File: src/rtl/retire_trace_buffer.sv
// -----------------------------------------------------------------------------
// retire_trace_buffer
// Captures every core retirement into a small FIFO. Each entry carries a
// wrapping sequence tag. Entries drain to a trace consumer over a valid/ready
// handshake. Retirements lost to back-pressure are counted, so gaps in the
// trace can be detected downstream.
//
// Ports
//   clk_i, rst_i            clock (rising edge), asynchronous active-high reset
//   update_i                retirement strobe, one retirement per high cycle
//   pc_i/instr_i/reg_*_i    retired PC, instruction, rd, write-back value
//   trace_valid_o/ready_i   head-entry handshake toward the consumer
//   trace_*_o               head entry fields; read 0 while trace_valid_o=0
//   count_o                 current occupancy, 0..DEPTH
//   drop_cnt_o              saturating count of retirements dropped while full
//   overflow_o              sticky, set on the first drop
// -----------------------------------------------------------------------------
module retire_trace_buffer #(
    parameter int unsigned XLEN  = 32,
    parameter int unsigned DEPTH = 8,
    parameter int unsigned SEQW  = 16,
    parameter int unsigned DROPW = 16
) (
    input  logic                     clk_i,
    input  logic                     rst_i,
    input  logic                     update_i,
    input  logic [XLEN-1:0]          pc_i,
    input  logic [XLEN-1:0]          instr_i,
    input  logic [4:0]               reg_addr_i,
    input  logic [XLEN-1:0]          reg_data_i,
    output logic                     trace_valid_o,
    input  logic                     trace_ready_i,
    output logic [XLEN-1:0]          trace_pc_o,
    output logic [XLEN-1:0]          trace_instr_o,
    output logic [4:0]               trace_rd_o,
    output logic [XLEN-1:0]          trace_data_o,
    output logic [SEQW-1:0]          trace_seq_o,
    output logic [$clog2(DEPTH):0]   count_o,
    output logic [DROPW-1:0]         drop_cnt_o,
    output logic                     overflow_o
);

    localparam int unsigned AW = $clog2(DEPTH);
    localparam int unsigned CW = AW + 1;

    // Entry storage; deliberately not reset.
    logic [XLEN-1:0] r_pc_mem    [DEPTH];
    logic [XLEN-1:0] r_instr_mem [DEPTH];
    logic [4:0]      r_rd_mem    [DEPTH];
    logic [XLEN-1:0] r_data_mem  [DEPTH];
    logic [SEQW-1:0] r_seq_mem   [DEPTH];

    logic [AW-1:0]    r_wr_ptr;
    logic [AW-1:0]    r_rd_ptr;
    logic [CW-1:0]    r_count;
    logic [SEQW-1:0]  r_seq;
    logic [DROPW-1:0] r_drop_cnt;
    logic             r_overflow;

    logic w_valid;
    logic w_full;
    logic w_pop;
    logic w_push;
    logic w_drop;

    // Handshake decode. A pop frees a slot in the same cycle, so a full FIFO
    // still accepts a retirement when the head is consumed.
    assign w_valid = (r_count != '0);
    assign w_full  = (r_count == CW'(DEPTH));
    assign w_pop   = w_valid && trace_ready_i;
    assign w_push  = update_i && (!w_full || w_pop);
    assign w_drop  = update_i && w_full && !w_pop;

    // Pointers, occupancy, sequence tag and drop bookkeeping.
    always_ff @(posedge clk_i or posedge rst_i) begin
        if (rst_i) begin
            r_wr_ptr   <= '0;
            r_rd_ptr   <= '0;
            r_count    <= '0;
            r_seq      <= '0;
            r_drop_cnt <= '0;
            r_overflow <= 1'b0;
        end else begin
            if (w_push) begin
                r_wr_ptr <= r_wr_ptr + AW'(1);
            end
            if (w_pop) begin
                r_rd_ptr <= r_rd_ptr + AW'(1);
            end
            case ({w_push, w_pop})
                2'b10:   r_count <= r_count + CW'(1);
                2'b01:   r_count <= r_count - CW'(1);
                default: r_count <= r_count;
            endcase
            // Tag advances on every retirement, dropped or not, exposing gaps.
            if (update_i) begin
                r_seq <= r_seq + SEQW'(1);
            end
            if (w_drop) begin
                r_overflow <= 1'b1;
                if (r_drop_cnt != '1) begin
                    r_drop_cnt <= r_drop_cnt + DROPW'(1);
                end
            end
        end
    end

    // Entry write at the tail.
    always_ff @(posedge clk_i) begin
        if (w_push) begin
            r_pc_mem[r_wr_ptr]    <= pc_i;
            r_instr_mem[r_wr_ptr] <= instr_i;
            r_rd_mem[r_wr_ptr]    <= reg_addr_i;
            r_data_mem[r_wr_ptr]  <= reg_data_i;
            r_seq_mem[r_wr_ptr]   <= r_seq;
        end
    end

    // Head entry, forced to zero while empty.
    always_comb begin
        trace_pc_o    = '0;
        trace_instr_o = '0;
        trace_rd_o    = '0;
        trace_data_o  = '0;
        trace_seq_o   = '0;
        if (w_valid) begin
            trace_pc_o    = r_pc_mem[r_rd_ptr];
            trace_instr_o = r_instr_mem[r_rd_ptr];
            trace_rd_o    = r_rd_mem[r_rd_ptr];
            trace_data_o  = r_data_mem[r_rd_ptr];
            trace_seq_o   = r_seq_mem[r_rd_ptr];
        end
    end

    assign trace_valid_o = w_valid;
    assign count_o       = r_count;
    assign drop_cnt_o    = r_drop_cnt;
    assign overflow_o    = r_overflow;

endmodule
File: config.mk
export PLATFORM = sky130hd
export DESIGN_NAME = retire_trace_buffer
export DESIGN_NICKNAME = d
export VERILOG_FILES = /design/src/rtl/retire_trace_buffer.sv
export SDC_FILE = /design/constraint.sdc
export NUM_CORES = 1
export LEC_CHECK = 0
export BUFFER_PORTS_ARGS = -buffer_cell sky130_fd_sc_hd__buf_4
export CAP_MARGIN = 20
export CORE_MARGIN = 1.5
export CORE_UTILIZATION = 40
export CTS_BUF_LIST = sky130_fd_sc_hd__clkbuf_4 sky130_fd_sc_hd__clkbuf_8 sky130_fd_sc_hd__clkbuf_16
export CTS_CLUSTER_DIAMETER = 40
export DETAILED_ROUTE_END_ITERATION = 8
export PLACE_DENSITY_LB_ADDON = 0.15
export SETUP_SLACK_MARGIN = 0.2
export SYNTH_ARGS = -nofsm -noshare
export SYNTH_HDL_FRONTEND = slang
export SYNTH_SLANG_ARGS = --single-unit
File: constraint.sdc
create_clock -name clk_i -period 11.41 [get_ports clk_i]
set_clock_uncertainty 0.1 [all_clocks]
set_input_delay 0.5705 -clock clk_i [delete_from_list [all_inputs] [get_ports clk_i]]
set_output_delay 0.5705 -clock clk_i [all_outputs]
set_load 0.02 [all_outputs]
==> results of run 1 <==
-- area by class of cell --
type / instances / area (um^2)
clock inverters: 103 / 1220
fillers: 7541 / 45260
repair buffers: 383 / 3208
diodes: 1 / 2.502
inverters: 6 / 22.52
well taps: 1243 / 1555
clock buffers: 163 / 3817
multi-input cells: 617 / 7936
flip-flops and latches: 979 / 29190
-- metal layers --
| metal | wire [um] | global-route usage | share of wire |
|---|---|---|---|
| met3 | 4678 | 0.04604 | 0.056 |
| met2 | 41380 | 0.2943 | 0.49 |
| met4 | 1385 | 0.05176 | 0.016 |
| met1 | 36580 | 0.2384 | 0.43 |
| met5 | 99 | 0 | 0.0012 |
-- sequential cells by signal, summed over array words and instances, names as in the netlist --
register	flops
r_data_mem	256
r_instr_mem	256
r_pc_mem	256
r_seq_mem	128
r_rd_mem	40
drop_cnt_o	16
r_seq	16
count_o	4
r_rd_ptr	3
r_wr_ptr	3
overflow_o	1
-- logic make-up (layout without fill, tap and decap cells) --
family / count (synthesis) / count (layout) / synth area share
muxes: 356 / 356 / 0.1737
buffers and inverters: 87 / 655 / 0.009398
xor gates and xnor gates: 33 / 33 / 0.007726
DFF: 979 / 979 / 0.7801
adders and majority gates: 5 / 5 / 0.001672
other: 0 / 1 / 0
and+or+nand+nor: 209 / 209 / 0.02488
AOI/OAI and AO/OA: 14 / 14 / 0.002575
-- where the power goes --
group          total (mW)  internal [mW]  switching (mW)
registers            4.63           4.41           0.213
clock network        4.53           2.86            1.66
logic                3.88           1.70            2.18
total                13.0           8.98            4.06
-- worst max-delay path, cell delays in order (launching register included) --
cell and delay [ps]:
sky130_fd_sc_hd__dfrtp_4 870, sky130_fd_sc_hd__buf_4 860, sky130_fd_sc_hd__buf_4 600, sky130_fd_sc_hd__buf_16 310
sky130_fd_sc_hd__mux4_2 340, sky130_fd_sc_hd__mux2i_1 210, sky130_fd_sc_hd__nor2_1 120, sky130_fd_sc_hd__buf_4 220
-- per-stage QoR --
step	cell area (um^2)	utilization	total power, mW	std cells
final	46960	0.5092	13.03	3495
after floorplan	37410	-	7.177	1683
after global placement	40820	0.4426	8.608	3123
after global routing	46950	0.5092	13.63	3494
after detailed placement	40820	0.4426	8.642	3123
after CTS	46870	0.5082	13.25	3490
-- synthesized netlist by cell type, types with 2 or more instances --
| library cell | count | area, um^2 |
|---|---|---|
| sky130_fd_sc_hd__dfrtp_1 | 43 | 1076 |
| sky130_fd_sc_hd__xnor2_1 | 17 | 148.9 |
| sky130_fd_sc_hd__xor2_1 | 16 | 140.1 |
| sky130_fd_sc_hd__clkbuf_1 | 37 | 138.9 |
| sky130_fd_sc_hd__mux4_2 | 234 | 5270 |
| sky130_fd_sc_hd__nor2_1 | 134 | 503.0 |
| sky130_fd_sc_hd__nand2b_1 | 5 | 31.28 |
| sky130_fd_sc_hd__nor4_1 | 5 | 31.28 |
| sky130_fd_sc_hd__mux2i_1 | 117 | 1171 |
| sky130_fd_sc_hd__a21oi_1 | 2 | 10.01 |
| sky130_fd_sc_hd__nand4_1 | 9 | 56.30 |
| sky130_fd_sc_hd__nand3_1 | 11 | 55.05 |
| sky130_fd_sc_hd__ha_1 | 5 | 62.56 |
| sky130_fd_sc_hd__nor3_1 | 10 | 50.05 |
| sky130_fd_sc_hd__buf_2 | 19 | 95.09 |
| sky130_fd_sc_hd__buf_1 | 24 | 90.09 |
| sky130_fd_sc_hd__o21a_1 | 2 | 15.01 |
| sky130_fd_sc_hd__inv_1 | 6 | 22.52 |
| sky130_fd_sc_hd__o21ai_0 | 3 | 15.01 |
| sky130_fd_sc_hd__nand2_1 | 21 | 78.83 |
| sky130_fd_sc_hd__edfxtp_1 | 936 | 28110 |
| sky130_fd_sc_hd__mux2_2 | 4 | 45.04 |
| sky130_fd_sc_hd__nor3b_1 | 2 | 15.01 |
-- path summary, 6_finish.rpt --
kind | startpoint | slack (ps) | cells past startpoint | to
worst max-delay path | r_rd_ptr[1] | 6300 | 7 | trace_seq_o[14]
worst min-delay path | trace_ready_i | 70 | 3 | r_rd_ptr[2]
worst max register to register | count_o[0] | 7670 | 6 | r_instr_mem[4][9]
worst min register to register | overflow_o | 370 | 1 | overflow_o
max in group asynchronous | rst_i | 10360 | 4 | r_rd_ptr[0]
min in group asynchronous | rst_i | 320 | 3 | r_seq[1]
-- cell usage in the layout (no fill, tap or decap), types with 12 or more instances in the layout --
master                            n
sky130_fd_sc_hd__xor2_1          16
sky130_fd_sc_hd__xnor2_1         17
sky130_fd_sc_hd__clkinvlp_4      14
sky130_fd_sc_hd__clkinv_2        15
sky130_fd_sc_hd__nand2_1         21
sky130_fd_sc_hd__dlygate4sd3_1  102
sky130_fd_sc_hd__buf_4          276
sky130_fd_sc_hd__edfxtp_1       936
sky130_fd_sc_hd__bufinv_16       18
sky130_fd_sc_hd__clkinv_1        12
sky130_fd_sc_hd__clkbuf_4        13
sky130_fd_sc_hd__clkbuf_16      147
sky130_fd_sc_hd__dfrtp_1         40
sky130_fd_sc_hd__mux2i_1        117
sky130_fd_sc_hd__mux4_2         234
sky130_fd_sc_hd__nor2_1         128
sky130_fd_sc_hd__inv_6           21
-- repair_timing --
item,in CTS,in global routing
hold buffers,101,1
endpoints found under the hold margin,808,15
setup endpoints to repair,0,0
==> impl_metrics.prom, run 1 <==
# TYPE chip_impl_metric gauge
chip_impl_metric{name="drcViolationCount",unit=""} 0
chip_impl_info{name="rsz_0062_raised_after_global_routing",value="false"} 1
chip_impl_metric{name="setup_tns",unit="ps"} 0
chip_impl_metric{name="detailedRoute.firstPassIterationCount",unit=""} 5
chip_impl_metric{name="max_cap_violations",unit=""} 0
chip_impl_metric{name="vdd_drop_max",unit="mV"} 0.1924
chip_impl_metric{name="clkSlewWorstSetupHoldPaths",unit="ps"} 50
chip_impl_metric{name="synth_cell_type_count",unit=""} 44
chip_impl_metric{name="clock-sinks",unit=""} 979
chip_impl_metric{name="starting_density_of_the_core",unit=""} 0.4057
chip_impl_metric{name="worstPathArrival",unit="ps"} 4440
chip_impl_metric{name="die_height",unit="um"} 308.8
chip_impl_metric{name="synth_seq_cells",unit=""} 979
chip_impl_metric{name="final_period_minus_worst_setup_slack",unit="ps"} 5106
chip_impl_info{name="critical_path_class",value="register to primary output"} 1
chip_impl_metric{name="avgViaCountPerCell",unit=""} 5.204
chip_impl_metric{name="clock.fmax",unit="MHz"} 195.9
chip_impl_metric{name="async_flop_share",unit=""} 0.04392
chip_impl_info{name="cts_tree",value="yes"} 1
chip_impl_metric{name="hold-worst-slack",unit="ps"} 73.49
chip_impl_metric{name="syn-num-nets",unit=""} 1793
chip_impl_metric{name="cts.repair_timing.setup_buffer_count",unit=""} 0
chip_impl_metric{name="grt_max_degree",unit=""} 104
chip_impl_info{name="outcome",value="completed"} 1
chip_impl_info{name="cp-start-kind",value="register"} 1
chip_impl_info{name="hold_path.class",value="primary input to register"} 1
chip_impl_metric{name="nets",unit=""} 2240
chip_impl_info{name="dominantRegCellSynth",value="sky130_fd_sc_hd__edfxtp_1"} 1
chip_impl_metric{name="grt_usage",unit=""} 0.1798
chip_impl_metric{name="post_synth_inst_count",unit=""} 1683
chip_impl_info{name="cts.root.buffer_cell",value="sky130_fd_sc_hd__clkbuf_16"} 1
chip_impl_metric{name="timing.max_slew.rel_slack",unit=""} 0.2834
chip_impl_info{name="worst_setup_path_end_kind",value="primary output"} 1
chip_impl_metric{name="syn_area_per_cell",unit="um^2"} 22.23
chip_impl_metric{name="port_buffers",unit=""} 243
chip_impl_metric{name="finalWeightedCongestion",unit=""} 0.7313
chip_impl_metric{name="top_level_ports",unit=""} 244
chip_impl_metric{name="tritoncts.num_buffers",unit=""} 143
chip_impl_metric{name="die-area",unit="mm^2"} 0.09537
chip_impl_metric{name="timing.final.setup_violations",unit=""} 0
chip_impl_metric{name="antenna_left",unit=""} 0
chip_impl_metric{name="post_cts.resized_instances",unit=""} 0
chip_impl_metric{name="cts_buffer_depth",unit=""} 3
chip_impl_metric{name="detailedPlace.worstSlack",unit="ps"} 6754
chip_impl_metric{name="first_global_vias",unit=""} 19921
chip_impl_metric{name="core_region_area",unit="mm^2"} 0.09222
chip_impl_metric{name="detailed_place_hpwl",unit="um"} 42560
chip_impl_metric{name="grt_first_pass_wirelength",unit="um"} 125400
chip_impl_metric{name="critical_path_required",unit="ps"} 10740
chip_impl_metric{name="clock_tree.htree_level_count",unit=""} 4
chip_impl_metric{name="synth.cell_area",unit="mm^2"} 0.03741
chip_impl_metric{name="antenna_found_initial",unit=""} 8
chip_impl_metric{name="synth-edff-count",unit=""} 936
chip_impl_metric{name="worstSkewPairLatency",unit="ps"} 720
chip_impl_metric{name="finalMaxSlewViolations",unit=""} 0
chip_impl_metric{name="flow.area_growth_from_synthesis",unit="%"} 25.52
chip_impl_metric{name="total_congestion_overflow_after_global_routing",unit=""} 0
chip_impl_metric{name="pd_cells",unit="mW/mm^2"} 277.6
chip_impl_metric{name="ys.warnings.count",unit=""} 0
chip_impl_metric{name="final.period_utilization",unit=""} 0.4475
chip_impl_metric{name="timing.final.ws_setup",unit="ps"} 6304
chip_impl_metric{name="worstMarginPinSlew",unit="ps"} 1075
chip_impl_metric{name="ys_seq_area_frac",unit=""} 0.7801
chip_impl_metric{name="path_max_fanout",unit=""} 65
chip_impl_metric{name="route.detailed.wl_per_inst",unit="um"} 24.07
chip_impl_metric{name="share_of_final_layout_standard_cells_stronger_than_drive_strength_1",unit=""} 0.3514
chip_impl_metric{name="wirelength",unit="um"} 84120
chip_impl_metric{name="row_count",unit=""} 111
chip_impl_metric{name="hold_viol",unit=""} 0
chip_impl_metric{name="leakage",unit="nW"} 16.14
chip_impl_metric{name="vias",unit=""} 18188
chip_impl_metric{name="die_w",unit="um"} 308.8
chip_impl_metric{name="drtIter0Drc",unit=""} 1336
No activity file was read; power rests on OpenSTA's default activity.
==> run 2, diff against run 1 <==
- clock period: 11.41 -> 4.7 ns (I/O delays scaled with it)
==> run 2 against run 1 <==
Against the previous run: global-route usage is 0.22 points lower; final cell count shrank 0.34%; via count fell by 0.78%; routed wire length shrank 1.6%; cell area fell by 0.15%; first-iteration DRC count decreased by 11%; worst hold slack lost 48 ps; non-clock buffer count rose by 3.
==> impl_metrics.prom, run 2 (synthesis gave the netlist of run 1 again) <==
# TYPE chip_impl_metric gauge
chip_impl_info{name="outcome",value="completed"} 1
chip_impl_metric{name="finalMaxSlewViolations",unit=""} 0
chip_impl_metric{name="power.switching",unit="mW"} 9.703
chip_impl_metric{name="worstPathArrival",unit="ps"} 3250
chip_impl_metric{name="timing.final.setup_violations",unit=""} 0
chip_impl_metric{name="path_max_fanout",unit=""} 37
chip_impl_metric{name="seq_power_share",unit=""} 0.365
chip_impl_metric{name="vias",unit=""} 18047
chip_impl_metric{name="p_sw_frac",unit=""} 0.3122
chip_impl_metric{name="grt_use_met2",unit=""} 0.2899
chip_impl_metric{name="worstSkewPairLatency",unit="ps"} 720
chip_impl_info{name="timing.critical_path.mode_cell",value="sky130_fd_sc_hd__buf_4"} 1
chip_impl_metric{name="avgViaCountPerCell",unit=""} 5.181
chip_impl_metric{name="clock_tree.htree_level_count",unit=""} 4
chip_impl_metric{name="power.share.combinational",unit=""} 0.303
chip_impl_metric{name="hold-worst-slack",unit="ps"} 25.98
chip_impl_info{name="grt_busiest_layer",value="met2"} 1
chip_impl_info{name="slowest_stage_cell_on_the_critical_path",value="sky130_fd_sc_hd__dfrtp_4"} 1
chip_impl_info{name="cts.root.buffer_cell",value="sky130_fd_sc_hd__clkbuf_16"} 1
chip_impl_metric{name="cts_buffer_depth",unit=""} 3
chip_impl_metric{name="finalWeightedCongestion",unit=""} 0.7332
chip_impl_metric{name="worstMarginPinSlew",unit="ps"} 951.9
chip_impl_metric{name="drtIter0Drc",unit=""} 1183
chip_impl_metric{name="critical_path_required",unit="ps"} 4370
chip_impl_metric{name="internal_portion_of_total_power",unit="mW"} 21.37
chip_impl_metric{name="timing.max_slew.rel_slack",unit=""} 0.3654
chip_impl_info{name="regToRegEndpoint",value="r_data_mem[0][20]"} 1
chip_impl_metric{name="top_level_ports",unit=""} 244
chip_impl_metric{name="grt_use_met3",unit=""} 0.04289
chip_impl_metric{name="wirelength",unit="um"} 82740
chip_impl_metric{name="vdd_drop_max",unit="mV"} 0.3941
chip_impl_metric{name="post_cts.resized_instances",unit=""} 0
chip_impl_info{name="critical_path_class",value="register to primary output"} 1
chip_impl_metric{name="pd_cells",unit="mW/mm^2"} 662.8
chip_impl_metric{name="clock-sinks",unit=""} 979
chip_impl_metric{name="max_cap_violations",unit=""} 0
chip_impl_metric{name="grt_first_pass_wirelength",unit="um"} 124700
chip_impl_metric{name="port_buffers",unit=""} 243
chip_impl_metric{name="starting_density_of_the_core",unit=""} 0.4057
chip_impl_metric{name="clock.fmax",unit="MHz"} 278.9
chip_impl_info{name="rr_startpoint",value="count_o[0]"} 1
chip_impl_info{name="final_common_cell",value="sky130_fd_sc_hd__edfxtp_1"} 1
chip_impl_metric{name="flow.area_growth_from_synthesis",unit="%"} 25.33
chip_impl_metric{name="fin_cells",unit=""} 3483
chip_impl_metric{name="antenna_found_initial",unit=""} 8
chip_impl_metric{name="detailedRoute.firstPassIterationCount",unit=""} 5
chip_impl_info{name="cts_tree",value="yes"} 1
chip_impl_metric{name="row_count",unit=""} 111
chip_impl_info{name="rsz_0062_raised_after_global_routing",value="false"} 1
chip_impl_metric{name="p_clk_frac",unit=""} 0.333
chip_impl_metric{name="total_congestion_overflow_after_global_routing",unit=""} 0
chip_impl_metric{name="crit_path_max_cell_delay",unit="ps"} 970
chip_impl_metric{name="clkSlewWorstSetupHoldPaths",unit="ps"} 60
chip_impl_metric{name="detailed_place_hpwl",unit="um"} 42550
chip_impl_metric{name="antenna_left",unit=""} 0
chip_impl_metric{name="die-area",unit="mm^2"} 0.09537
chip_impl_metric{name="design_area",unit="mm^2"} 0.04689
chip_impl_info{name="largest_registers",value="r_data_mem: 256 flops, r_instr_mem: 256 flops, r_pc_mem: 256 flops"} 1
chip_impl_metric{name="place_area",unit="mm^2"} 0.04111
chip_impl_info{name="hold_path.class",value="primary input to async pin"} 1
chip_impl_metric{name="rr_worst_depth",unit=""} 5
chip_impl_metric{name="cts.repair_timing.setup_buffer_count",unit=""} 0
chip_impl_info{name="cp-start-kind",value="register"} 1
chip_impl_metric{name="nets",unit=""} 2237
chip_impl_metric{name="place_inst",unit=""} 3126
chip_impl_metric{name="final.period_utilization",unit=""} 0.7629
chip_impl_metric{name="first_global_vias",unit=""} 20053
chip_impl_info{name="path_cells",value="buf_4, mux4_2, mux2i_1, nor2_1, buf_4"} 1
chip_impl_metric{name="tritoncts.num_buffers",unit=""} 137
chip_impl_metric{name="r2r_setup_slack",unit="ps"} 1820
chip_impl_metric{name="grt_max_degree",unit=""} 83
chip_impl_metric{name="die_height",unit="um"} 308.8
chip_impl_metric{name="share_of_final_layout_standard_cells_stronger_than_drive_strength_1",unit=""} 0.3475
chip_impl_info{name="layout_common_cells",value="sky130_fd_sc_hd__edfxtp_1 (936), sky130_fd_sc_hd__buf_4 (259), sky130_fd_sc_hd__mux4_2 (234), sky130_fd_sc_hd__clkbuf_16 (140), sky130_fd_sc_hd__nor2_1 (128)"} 1
chip_impl_metric{name="drcViolationCount",unit=""} 0
chip_impl_metric{name="leakage",unit="nW"} 16.04
chip_impl_metric{name="core_region_area",unit="mm^2"} 0.09222
chip_impl_metric{name="gr-usage-met1",unit=""} 0.2388
chip_impl_metric{name="route.detailed.wl_per_inst",unit="um"} 23.76
chip_impl_metric{name="grt_usage",unit=""} 0.1776
chip_impl_metric{name="final_period_minus_worst_setup_slack",unit="ps"} 3585
chip_impl_info{name="worst_setup_path_end_kind",value="primary output"} 1
chip_impl_metric{name="hold_viol",unit=""} 0
chip_impl_metric{name="die_w",unit="um"} 308.8
-- run 2: cell count changes in the layout (fill, tap and decap cells not counted), moves of 6 or more --
cell                        change
sky130_fd_sc_hd__buf_12        +20
sky130_fd_sc_hd__buf_4         -17
sky130_fd_sc_hd__inv_6          -9
sky130_fd_sc_hd__clkbuf_16      -7
sky130_fd_sc_hd__inv_8          -7
sky130_fd_sc_hd__clkinv_4       +6
-- run 2: power by group through the flow --
stage	clock network, mW	logic (mW)	registers [mW]
floorplan	0	6.12	11.2
global placement	0	9.58	11.5
detailed placement	0	9.58	11.5
CTS	10.6	9.68	11.4
global route	10.9	10.1	11.4
finish	10.3	9.41	11.3
-- run 2: final cells by class --
cell class	count	area, um^2
Antenna cell	4	10.01
Clock buffer	157	3631
Clock inverter	91	1075
Fill cell	7526	45330
Inverter	6	22.52
Multi-Input combinational cell	617	7949
Sequential cell	979	29200
Tap cell	1243	1555
Timing Repair Buffer	386	3446
-- run 2: worst max path at each step --
stage,from,to,slack [ps],cells after the start
2_1_floorplan,count_o[0],r_data_mem[2][0],-20,5
3_3_place_gp,r_rd_ptr[0],trace_seq_o[4],1670,5
3_5_place_dp,r_rd_ptr[0],trace_data_o[29],1710,5
4_1_cts,r_rd_ptr[0],trace_data_o[29],930,5
5_1_grt,r_rd_ptr[0],trace_data_o[29],810,5
6_report,r_rd_ptr[0],trace_data_o[29],1110,5
-- run 2: critical path, delay by kind of cell (launching register included) --
kind / cells / cell delay (ps)
buf+inv: 2 / 670
mux: 2 / 790
flops: 1 / 970
simple gates: 1 / 70
-- run 2: stage by stage --
stage	util	setup WS (ps)	power (mW)	TNS, ps
4_1_cts	0.5081	933.9	31.61	0
3_5_place_dp	0.4458	1707	21.11	0
5_1_grt	0.5084	811.0	32.49	0
6_report	0.5084	1115	31.08	0
2_1_floorplan	-	-23.18	17.33	-8138
3_3_place_gp	0.4458	1666	21.04	0
-- run 2: routing by layer --
metal | up-vias | part of all wire
met4 | 8 | 0.017
li1 | 7885 | -
met5 | - | 0.00057
met3 | 126 | 0.053
met1 | 9588 | 0.44
met2 | 440 | 0.49
-- run 2: timing repair --
action | CTS | global route
hold buffers | 104 | 0
endpoints found under the hold margin | 869 | 0
endpoints found under the setup margin | 0 | 0
